==> config.mk <==
export PLATFORM = sky130hd
export DESIGN_NAME = moka_rv32i_sc_commit_tracer_flat
export DESIGN_NICKNAME = d
export VERILOG_FILES = /design/src/rtl/moka_rv32i_sc_commit_tracer_if.sv /design/src/rtl/moka_rv32i_sc_commit_tracer.sv /design/src/flat_wrapper.sv
export SDC_FILE = /design/constraint.sdc
export NUM_CORES = 2
export LEC_CHECK = 0
export CAP_MARGIN = 20
export CORE_ASPECT_RATIO = 1.2
export CORE_MARGIN = 2
export CORE_UTILIZATION = 46
export CTS_CLUSTER_DIAMETER = 40
export DETAILED_ROUTE_END_ITERATION = 8
export PLACE_DENSITY = 0.66
export SLEW_MARGIN = 0
export SYNTH_ARGS = -nofsm -noshare
export SYNTH_HDL_FRONTEND = slang
export SYNTH_SLANG_ARGS = --single-unit
export TNS_END_PERCENT = 100
==> constraint.sdc <==
create_clock -name clk -period 14.2 [get_ports clk]
set_clock_uncertainty 0.15 [all_clocks]
set_input_delay 2.13 -clock clk [delete_from_list [all_inputs] [get_ports clk]]
set_output_delay 2.13 -clock clk [all_outputs]
set_load 0.05 [all_outputs]
==> src/rtl/moka_rv32i_sc_commit_tracer_if.sv <==
// moka_rv32i_sc_commit_tracer_if
//   Commit-trace record stream from the tracer to its consumer (checker,
//   scoreboard or debug UART). The master drives one record per handshake
//   (trace_valid & trace_ready). The slave drives only trace_ready.
//   Signals:
//     trace_valid                       head record is valid
//     trace_ready                       consumer accepts the head record
//     trace_seq                         retirement sequence number
//     trace_pc/trace_pc_next/trace_instr
//     trace_rd_wr/trace_rd/trace_rd_data
//     trace_mem_wr/trace_mem_addr/trace_mem_data
interface moka_rv32i_sc_commit_tracer_if #(
  parameter int DATA_WIDTH = 32
);
  logic                  trace_valid;
  logic                  trace_ready;
  logic [31:0]           trace_seq;
  logic [DATA_WIDTH-1:0] trace_pc;
  logic [DATA_WIDTH-1:0] trace_pc_next;
  logic [DATA_WIDTH-1:0] trace_instr;
  logic                  trace_rd_wr;
  logic [4:0]            trace_rd;
  logic [DATA_WIDTH-1:0] trace_rd_data;
  logic                  trace_mem_wr;
  logic [DATA_WIDTH-1:0] trace_mem_addr;
  logic [DATA_WIDTH-1:0] trace_mem_data;

  modport master (
    output trace_valid, trace_seq, trace_pc, trace_pc_next, trace_instr,
           trace_rd_wr, trace_rd, trace_rd_data,
           trace_mem_wr, trace_mem_addr, trace_mem_data,
    input  trace_ready
  );

  modport slave (
    input  trace_valid, trace_seq, trace_pc, trace_pc_next, trace_instr,
           trace_rd_wr, trace_rd, trace_rd_data,
           trace_mem_wr, trace_mem_addr, trace_mem_data,
    output trace_ready
  );
endinterface

==> src/rtl/moka_rv32i_sc_commit_tracer.sv <==
// moka_rv32i_sc_commit_tracer
//   Snapshots the architectural effects of each instruction retired by the
//   single-cycle RV32I core into a FIFO. The records are drained over a
//   valid/ready stream. The core is never stalled. When the FIFO is full,
//   records are dropped, the sticky overflow flag is set and the drop
//   counter (saturating) is incremented.
//   Ports:
//     clk, rst        core clock, asynchronous active-high reset
//     trace_en        capture enable (disabled retirements are not drops)
//     flush           synchronous clear of FIFO, seq, drop_cnt, overflow
//     retire, pc, pc_next, instruction, RegWrite, rd, WD3,
//     MemWrite, ALUResult, RD2      core probe inputs
//     trace           record stream (master side of the interface)
//     level           FIFO occupancy
//     overflow        sticky: at least one record dropped
//     drop_cnt        dropped-record count, saturates at all-ones
//   Configuration macro: MOKA_TRACE_MEM_EN. When defined, store fields are
//   kept per entry. When undefined, they are not stored and read as 0.
module moka_rv32i_sc_commit_tracer #(
  parameter int DATA_WIDTH = 32,
  parameter int DEPTH      = 16,
  parameter int CNT_WIDTH  = 16
) (
  input  logic                          clk,
  input  logic                          rst,
  input  logic                          trace_en,
  input  logic                          flush,
  input  logic                          retire,
  input  logic [DATA_WIDTH-1:0]         pc,
  input  logic [DATA_WIDTH-1:0]         pc_next,
  input  logic [DATA_WIDTH-1:0]         instruction,
  input  logic                          RegWrite,
  input  logic [4:0]                    rd,
  input  logic [DATA_WIDTH-1:0]         WD3,
  input  logic                          MemWrite,
  input  logic [DATA_WIDTH-1:0]         ALUResult,
  input  logic [DATA_WIDTH-1:0]         RD2,
  moka_rv32i_sc_commit_tracer_if.master trace,
  output logic [$clog2(DEPTH):0]        level,
  output logic                          overflow,
  output logic [CNT_WIDTH-1:0]          drop_cnt
);

  localparam int AW = $clog2(DEPTH);

  typedef logic [AW-1:0]        ptr_t;
  typedef logic [AW:0]          lvl_t;
  typedef logic [CNT_WIDTH-1:0] cnt_t;

  typedef struct packed {
    logic [31:0]           seq;
    logic [DATA_WIDTH-1:0] pc;
    logic [DATA_WIDTH-1:0] pc_next;
    logic [DATA_WIDTH-1:0] instr;
    logic                  rd_wr;
    logic [4:0]            rd;
    logic [DATA_WIDTH-1:0] rd_data;
`ifdef MOKA_TRACE_MEM_EN
    logic                  mem_wr;
    logic [DATA_WIDTH-1:0] mem_addr;
    logic [DATA_WIDTH-1:0] mem_data;
`endif
  } entry_t;

  entry_t      mem [DEPTH];
  entry_t      wr_entry;
  entry_t      head;
  ptr_t        wr_ptr;
  ptr_t        rd_ptr;
  logic [31:0] seq;
  logic        valid;
  logic        push;
  logic        pop;
  logic        full;
  logic        accept;

`ifndef MOKA_TRACE_MEM_EN
  logic unused_mem;
  assign unused_mem = ^{MemWrite, ALUResult, RD2};
`endif

  assign valid  = (level != '0);
  assign push   = trace_en & retire;
  assign pop    = valid & trace.trace_ready;
  assign full   = (level == lvl_t'(DEPTH));
  // A full FIFO still takes the new record when the head leaves in the same cycle.
  assign accept = push & (~full | pop);

  always_comb begin
    wr_entry          = '0;
    wr_entry.seq      = seq;
    wr_entry.pc       = pc;
    wr_entry.pc_next  = pc_next;
    wr_entry.instr    = instruction;
    wr_entry.rd_wr    = RegWrite & (rd != 5'd0);
    wr_entry.rd       = rd;
    wr_entry.rd_data  = WD3;
`ifdef MOKA_TRACE_MEM_EN
    wr_entry.mem_wr   = MemWrite;
    wr_entry.mem_addr = ALUResult;
    wr_entry.mem_data = RD2;
`endif
  end

  // Storage carries no reset. Occupancy gates every read, so stale contents never reach the outputs.
  always_ff @(posedge clk) begin
    if (~flush & accept)
      mem[wr_ptr] <= wr_entry;
  end

  always_ff @(posedge clk or posedge rst) begin
    if (rst) begin
      wr_ptr   <= '0;
      rd_ptr   <= '0;
      level    <= '0;
      seq      <= '0;
      overflow <= 1'b0;
      drop_cnt <= '0;
    end else if (flush) begin
      wr_ptr   <= '0;
      rd_ptr   <= '0;
      level    <= '0;
      seq      <= '0;
      overflow <= 1'b0;
      drop_cnt <= '0;
    end else begin
      if (push)
        seq <= seq + 32'd1;
      if (accept)
        wr_ptr <= wr_ptr + ptr_t'(1);
      if (pop)
        rd_ptr <= rd_ptr + ptr_t'(1);
      case ({accept, pop})
        2'b10:   level <= level + lvl_t'(1);
        2'b01:   level <= level - lvl_t'(1);
        default: level <= level;
      endcase
      if (push & ~accept) begin
        overflow <= 1'b1;
        if (drop_cnt != '1)
          drop_cnt <= drop_cnt + cnt_t'(1);
      end
    end
  end

  always_comb begin
    head = '0;
    if (valid)
      head = mem[rd_ptr];
  end

  assign trace.trace_valid   = valid;
  assign trace.trace_seq     = head.seq;
  assign trace.trace_pc      = head.pc;
  assign trace.trace_pc_next = head.pc_next;
  assign trace.trace_instr   = head.instr;
  assign trace.trace_rd_wr   = head.rd_wr;
  assign trace.trace_rd      = head.rd;
  assign trace.trace_rd_data = head.rd_data;
`ifdef MOKA_TRACE_MEM_EN
  assign trace.trace_mem_wr   = head.mem_wr;
  assign trace.trace_mem_addr = head.mem_addr;
  assign trace.trace_mem_data = head.mem_data;
`else
  assign trace.trace_mem_wr   = 1'b0;
  assign trace.trace_mem_addr = '0;
  assign trace.trace_mem_data = '0;
`endif

endmodule

==> src/flat_wrapper.sv <==
// flat-port wrapper written by rule: the top's interface ports become plain ports
module moka_rv32i_sc_commit_tracer_flat 
#(
  parameter int DATA_WIDTH = 32,
  parameter int DEPTH      = 16,
  parameter int CNT_WIDTH  = 16
)
  (clk, rst, trace_en, flush, retire, pc, pc_next, instruction, RegWrite, rd, WD3, MemWrite, ALUResult, RD2, level, overflow, drop_cnt, trace_trace_valid, trace_trace_seq, trace_trace_pc, trace_trace_pc_next, trace_trace_instr, trace_trace_rd_wr, trace_trace_rd, trace_trace_rd_data, trace_trace_mem_wr, trace_trace_mem_addr, trace_trace_mem_data, trace_trace_ready);
  moka_rv32i_sc_commit_tracer_if #(.DATA_WIDTH(DATA_WIDTH)) trace_i ();
  input  logic clk;
  input  logic rst;
  input  logic trace_en;
  input  logic flush;
  input  logic retire;
  input  logic [DATA_WIDTH-1:0] pc;
  input  logic [DATA_WIDTH-1:0] pc_next;
  input  logic [DATA_WIDTH-1:0] instruction;
  input  logic RegWrite;
  input  logic [4:0] rd;
  input  logic [DATA_WIDTH-1:0] WD3;
  input  logic MemWrite;
  input  logic [DATA_WIDTH-1:0] ALUResult;
  input  logic [DATA_WIDTH-1:0] RD2;
  output logic [$clog2(DEPTH):0] level;
  output logic overflow;
  output logic [CNT_WIDTH-1:0] drop_cnt;
  output wire logic [$bits(trace_i.trace_valid)-1:0] trace_trace_valid;
  output wire logic [$bits(trace_i.trace_seq)-1:0] trace_trace_seq;
  output wire logic [$bits(trace_i.trace_pc)-1:0] trace_trace_pc;
  output wire logic [$bits(trace_i.trace_pc_next)-1:0] trace_trace_pc_next;
  output wire logic [$bits(trace_i.trace_instr)-1:0] trace_trace_instr;
  output wire logic [$bits(trace_i.trace_rd_wr)-1:0] trace_trace_rd_wr;
  output wire logic [$bits(trace_i.trace_rd)-1:0] trace_trace_rd;
  output wire logic [$bits(trace_i.trace_rd_data)-1:0] trace_trace_rd_data;
  output wire logic [$bits(trace_i.trace_mem_wr)-1:0] trace_trace_mem_wr;
  output wire logic [$bits(trace_i.trace_mem_addr)-1:0] trace_trace_mem_addr;
  output wire logic [$bits(trace_i.trace_mem_data)-1:0] trace_trace_mem_data;
  input wire logic [$bits(trace_i.trace_ready)-1:0] trace_trace_ready;
  assign trace_trace_valid = trace_i.trace_valid;
  assign trace_trace_seq = trace_i.trace_seq;
  assign trace_trace_pc = trace_i.trace_pc;
  assign trace_trace_pc_next = trace_i.trace_pc_next;
  assign trace_trace_instr = trace_i.trace_instr;
  assign trace_trace_rd_wr = trace_i.trace_rd_wr;
  assign trace_trace_rd = trace_i.trace_rd;
  assign trace_trace_rd_data = trace_i.trace_rd_data;
  assign trace_trace_mem_wr = trace_i.trace_mem_wr;
  assign trace_trace_mem_addr = trace_i.trace_mem_addr;
  assign trace_trace_mem_data = trace_i.trace_mem_data;
  assign trace_i.trace_ready = trace_trace_ready;
  moka_rv32i_sc_commit_tracer #(.DATA_WIDTH(DATA_WIDTH), .DEPTH(DEPTH), .CNT_WIDTH(CNT_WIDTH)) u_core (.clk(clk), .rst(rst), .trace_en(trace_en), .flush(flush), .retire(retire), .pc(pc), .pc_next(pc_next), .instruction(instruction), .RegWrite(RegWrite), .rd(rd), .WD3(WD3), .MemWrite(MemWrite), .ALUResult(ALUResult), .RD2(RD2), .trace(trace_i), .level(level), .overflow(overflow), .drop_cnt(drop_cnt));
endmodule
==> results by group <==
Critical path
  – Worst path required time: 11.92 ns
  – CP max FO: 51
  – Critical path class: reg -> out
  – Max incr delay on CP: a little under 0.9 ns
  – CP top delay family: buffers and inverters
  – Critical Path Most Common Cell: buf_4
  – Crit end category: primary output
  – Critical path launch point type: register
  – WP data arrival: between 5 and 6 ns
  – Critical path, cell by cell: buf_4 > buf_4 > buf_4 > mux4_2 > mux2i_1 > o22ai_1 > clkdlybuf4s50_1
  – Worst path slowest cell: clkdlybuf4s50_1
  – CP bufs+invs: 4

Timing
  – Fmax: around 0.13 GHz
  – Worst-Margin Slew: 1.16 ns
  – Slew Viols, Final: 0
  – Max-slew headroom: between 20 and 25%
  – Tcrit/Tclk final: about 55%
  – Final Critical Period: just under 8 ns
  – Final Hold Fails: 0
  – Final Setup Violations: 0
  – Unrepaired setup endpoints after global routing: false

Die
  – Initial core utilization: approximately 46%
  – Vert. Die Dim: roughly 530 µm
  – Die footprint: about 0.23 mm²
  – Core Area: about 0.23 mm²
  – Std cell rows: 191
  – Die extent in x: roughly 440 µm
  – IO Pins: approximately 460

Logic synthesis
  – EDFF count, synth: between 2k and 3k
  – Post-synthesis async set-or-reset flop share: 2.28%
  – Synth top area cells: edfxtp_1, mux4_2, mux2i_1, dfrtp_1, o22ai_1
  – Post-Syn Area: between 0.1 and 0.15 mm²
  – Synth cell types: 52
  – Sequential share of the synthesized area: 78.1%
  – Post-Synthesis Cells: between 4k and 5k
  – Synth warn: 0
  – Top cell type by total area after synthesis: edfxtp_1
  – Synthesized area per cell: 23.1 µm²
  – Yosys top cell area share: about three quarters
  – Ys flop type: edfxtp_1
  – Seq cells post-synth: ~2.7k

Outcome
  – Status: finished clean

Layout
  – Share of layout cells above drive strength 1: ~25%
  – Multi-input logic area: about 0.022 mm²
  – Final Non-Filler Cells: 8262
  – Area growth, synth to finish: 16.8%
  – Fill cells: 16.8k
  – # nets final: roughly 5.2k
  – Reg area: between 0.08 and 0.09 mm²
  – Finished Cell Area: around 0.12 mm²

Route
  – Routed Wire Length: 237000 µm
  – Initial DRC count: 4241
  – DR vias: 48.4k
  – DR pass1 iterations: 5
  – Routed vias/inst: 5.85
  – Final ANT Viol Nets: 0
  – WL/cell: 28.7 µm
  – Residual DRC count: 0

Power
  – Max IR drop VDD: 163 µV
  – Logic gate share of total power: between 20% and 30%
  – Switching power of the nets: roughly 6.3 mW
  – Sw Share: approximately 29%
  – Power Internal: about 16 mW
  – Cell Pwr Density: about 180 mW/mm²
  – Total power: approximately 22 mW
  – Seq pwr share: about 41%
  – Clk pwr share: approximately 37%
  – Lkg Pwr: 36.7 nW

Global route
  – Vias in the first global route: between 50k and 60k
  – Pin count of the biggest net entering global routing: 132
  – GRT overflow: 0
  – Wire length of the first global-routing pass: around 340000 µm
  – Initial antenna violation count: 32
  – Tot GR Track Use: 20.5%

Min path
  – Hold/Removal Path Class: reg -> reg

Clocking
  – Clock slew at reported path FFs: 0.06 ns
  – Setup Fix Bufs, Post-CTS: 0
  – Worst skew pair latency: 0.89 ns
  – CTS Buf Count: between 300 and 400
  – Clk sink count: around 2.7k
  – CTS max path bufs: 4
  – CTS tree: built
  – Root buffer cell: clkbuf_16
  – Post_cts resized: 0
  – Htree depth: 5
  – Hold Buf Count CTS: 0

Place
  – DP Cell Count: 7673
  – Post-DP Area: around 0.11 mm²
  – I/O Buffers: ~330
  – Routability cong.: 0.747
  – Detailed Place HPWL: about 120000 µm

Flow run
  – Max-Cap Viols: 0
cells by family after synthesis:
family	after synthesis	share of synthesized area, %
simple gates	214	1.06
flops	2718	78.1
fa+ha+maj	11	0.139
compound gates	193	1.17
buf+inv	313	1.46
other cells	1	0.00360
mux	1002	17.6
xor+xnor	48	0.404
Yosys cell counts (all sizes together), types with 3 or more instances:
library cell / n
nand2: 31
and2: 4
nand4: 18
o22ai: 166
nand2b: 7
edfxtp: 2656
nor4: 11
nor2b: 3
nor3: 15
or4: 3
mux2: 4
xnor2: 16
a21oi: 7
clkbuf: 113
nand4b: 5
xor2: 32
o211ai: 3
nor2: 78
dfrtp: 62
buf: 190
ha: 10
mux4: 663
inv: 10
nand3: 18
and3: 5
o21ai: 4
mux2i: 335
and4: 8
registers in the layout, summed over array words and instances (netlist names):
register         cells
u_core.overflow      1
u_core.wr_ptr        4
u_core.rd_ptr        4
u_core.seq          32
u_core.mem        2656
u_core.drop_cnt     16
u_core.level         5
per-layer routing:
layer / GRT usage (%) / vias to the layer above / wire (µm) / part of all wire, %
li1: - / 20100 / - / -
met1: 28.5 / 26200 / 99100 / 42
met2: 33.4 / 1677 / 117000 / 49
met3: 3.98 / 356 / 16000 / 6.7
met4: 5.11 / 14 / 4900 / 2.1
met5: 0 / - / 71 / 0.030
power by group through the flow:
stage / logic, mW / clock network, mW / registers (mW)
final: 4.87 / 8.12 / 8.89
after global routing: 5.14 / 8.58 / 8.89
after CTS: 4.95 / 8.27 / 8.89
after detailed placement: 4.94 / 0 / 9.06
after global placement: 4.92 / 0 / 9.05
after floorplan: 3.44 / 0 / 9.03
final timing paths:
path                       depth (start not counted)             start  slack (ns)            endpoint
max reg2reg                                        7   u_core.level[0]        9.48   u_core.mem[7][21]
min reg2reg                                        2   u_core.overflow        0.36     u_core.overflow
min in group asynchronous                          2               rst        1.30     u_core.level[2]
min                                                2   u_core.overflow        0.36     u_core.overflow
max                                                7  u_core.rd_ptr[2]        6.34  trace_trace_pc[17]
max in group asynchronous                          3               rst       11.51    u_core.rd_ptr[3]
through the flow:
stage | hold slack, ns | setup TNS, ns | utilization (%) | setup slack, ns
global route | 0.417 | 0 | 53.9 | 5.92
finish | 0.364 | 0 | 53.9 | 6.34
detailed placement | 0.346 | 0 | 49.2 | 6.93
floorplan | 0.429 | -418.75 | - | -1.26
CTS | 0.369 | 0 | 53.9 | 6.17
global placement | 0.352 | 0 | 49.2 | 6.78
cells in the final DEF (no fill, tap or decap), types with 36 or more instances in the layout:
master | synthesis | layout
buf_4 | 66 | 79
clkbuf_16 | 0 | 325
clkdlybuf4s50_1 | 0 | 327
clkinv_1 | 0 | 36
clkinv_2 | 0 | 43
conb_1 | 1 | 65
dfrtp_1 | 62 | 58
edfxtp_1 | 2656 | 2656
mux2i_1 | 335 | 335
mux4_2 | 663 | 663
nor2_1 | 78 | 66
o22ai_1 | 166 | 166
area by class of cell:
class | instances | share of cell area, %
Antenna cell | 8 | 0.0165
Clock buffer | 358 | 6.79
Clock inverter | 221 | 1.94
Inverter | 10 | 0.0309
Multi-Input combinational cell | 1533 | 17.8
Sequential cell | 2718 | 66.9
Tap cell | 2991 | 3.08
Timing Repair Buffer | 423 | 3.45
worst min-delay path: cells and delay by family (launching register included):
kind	cells	cell delay, ns
flops	1	0.35
simple gates	2	0.13
(Power assumes the default switching activity.)
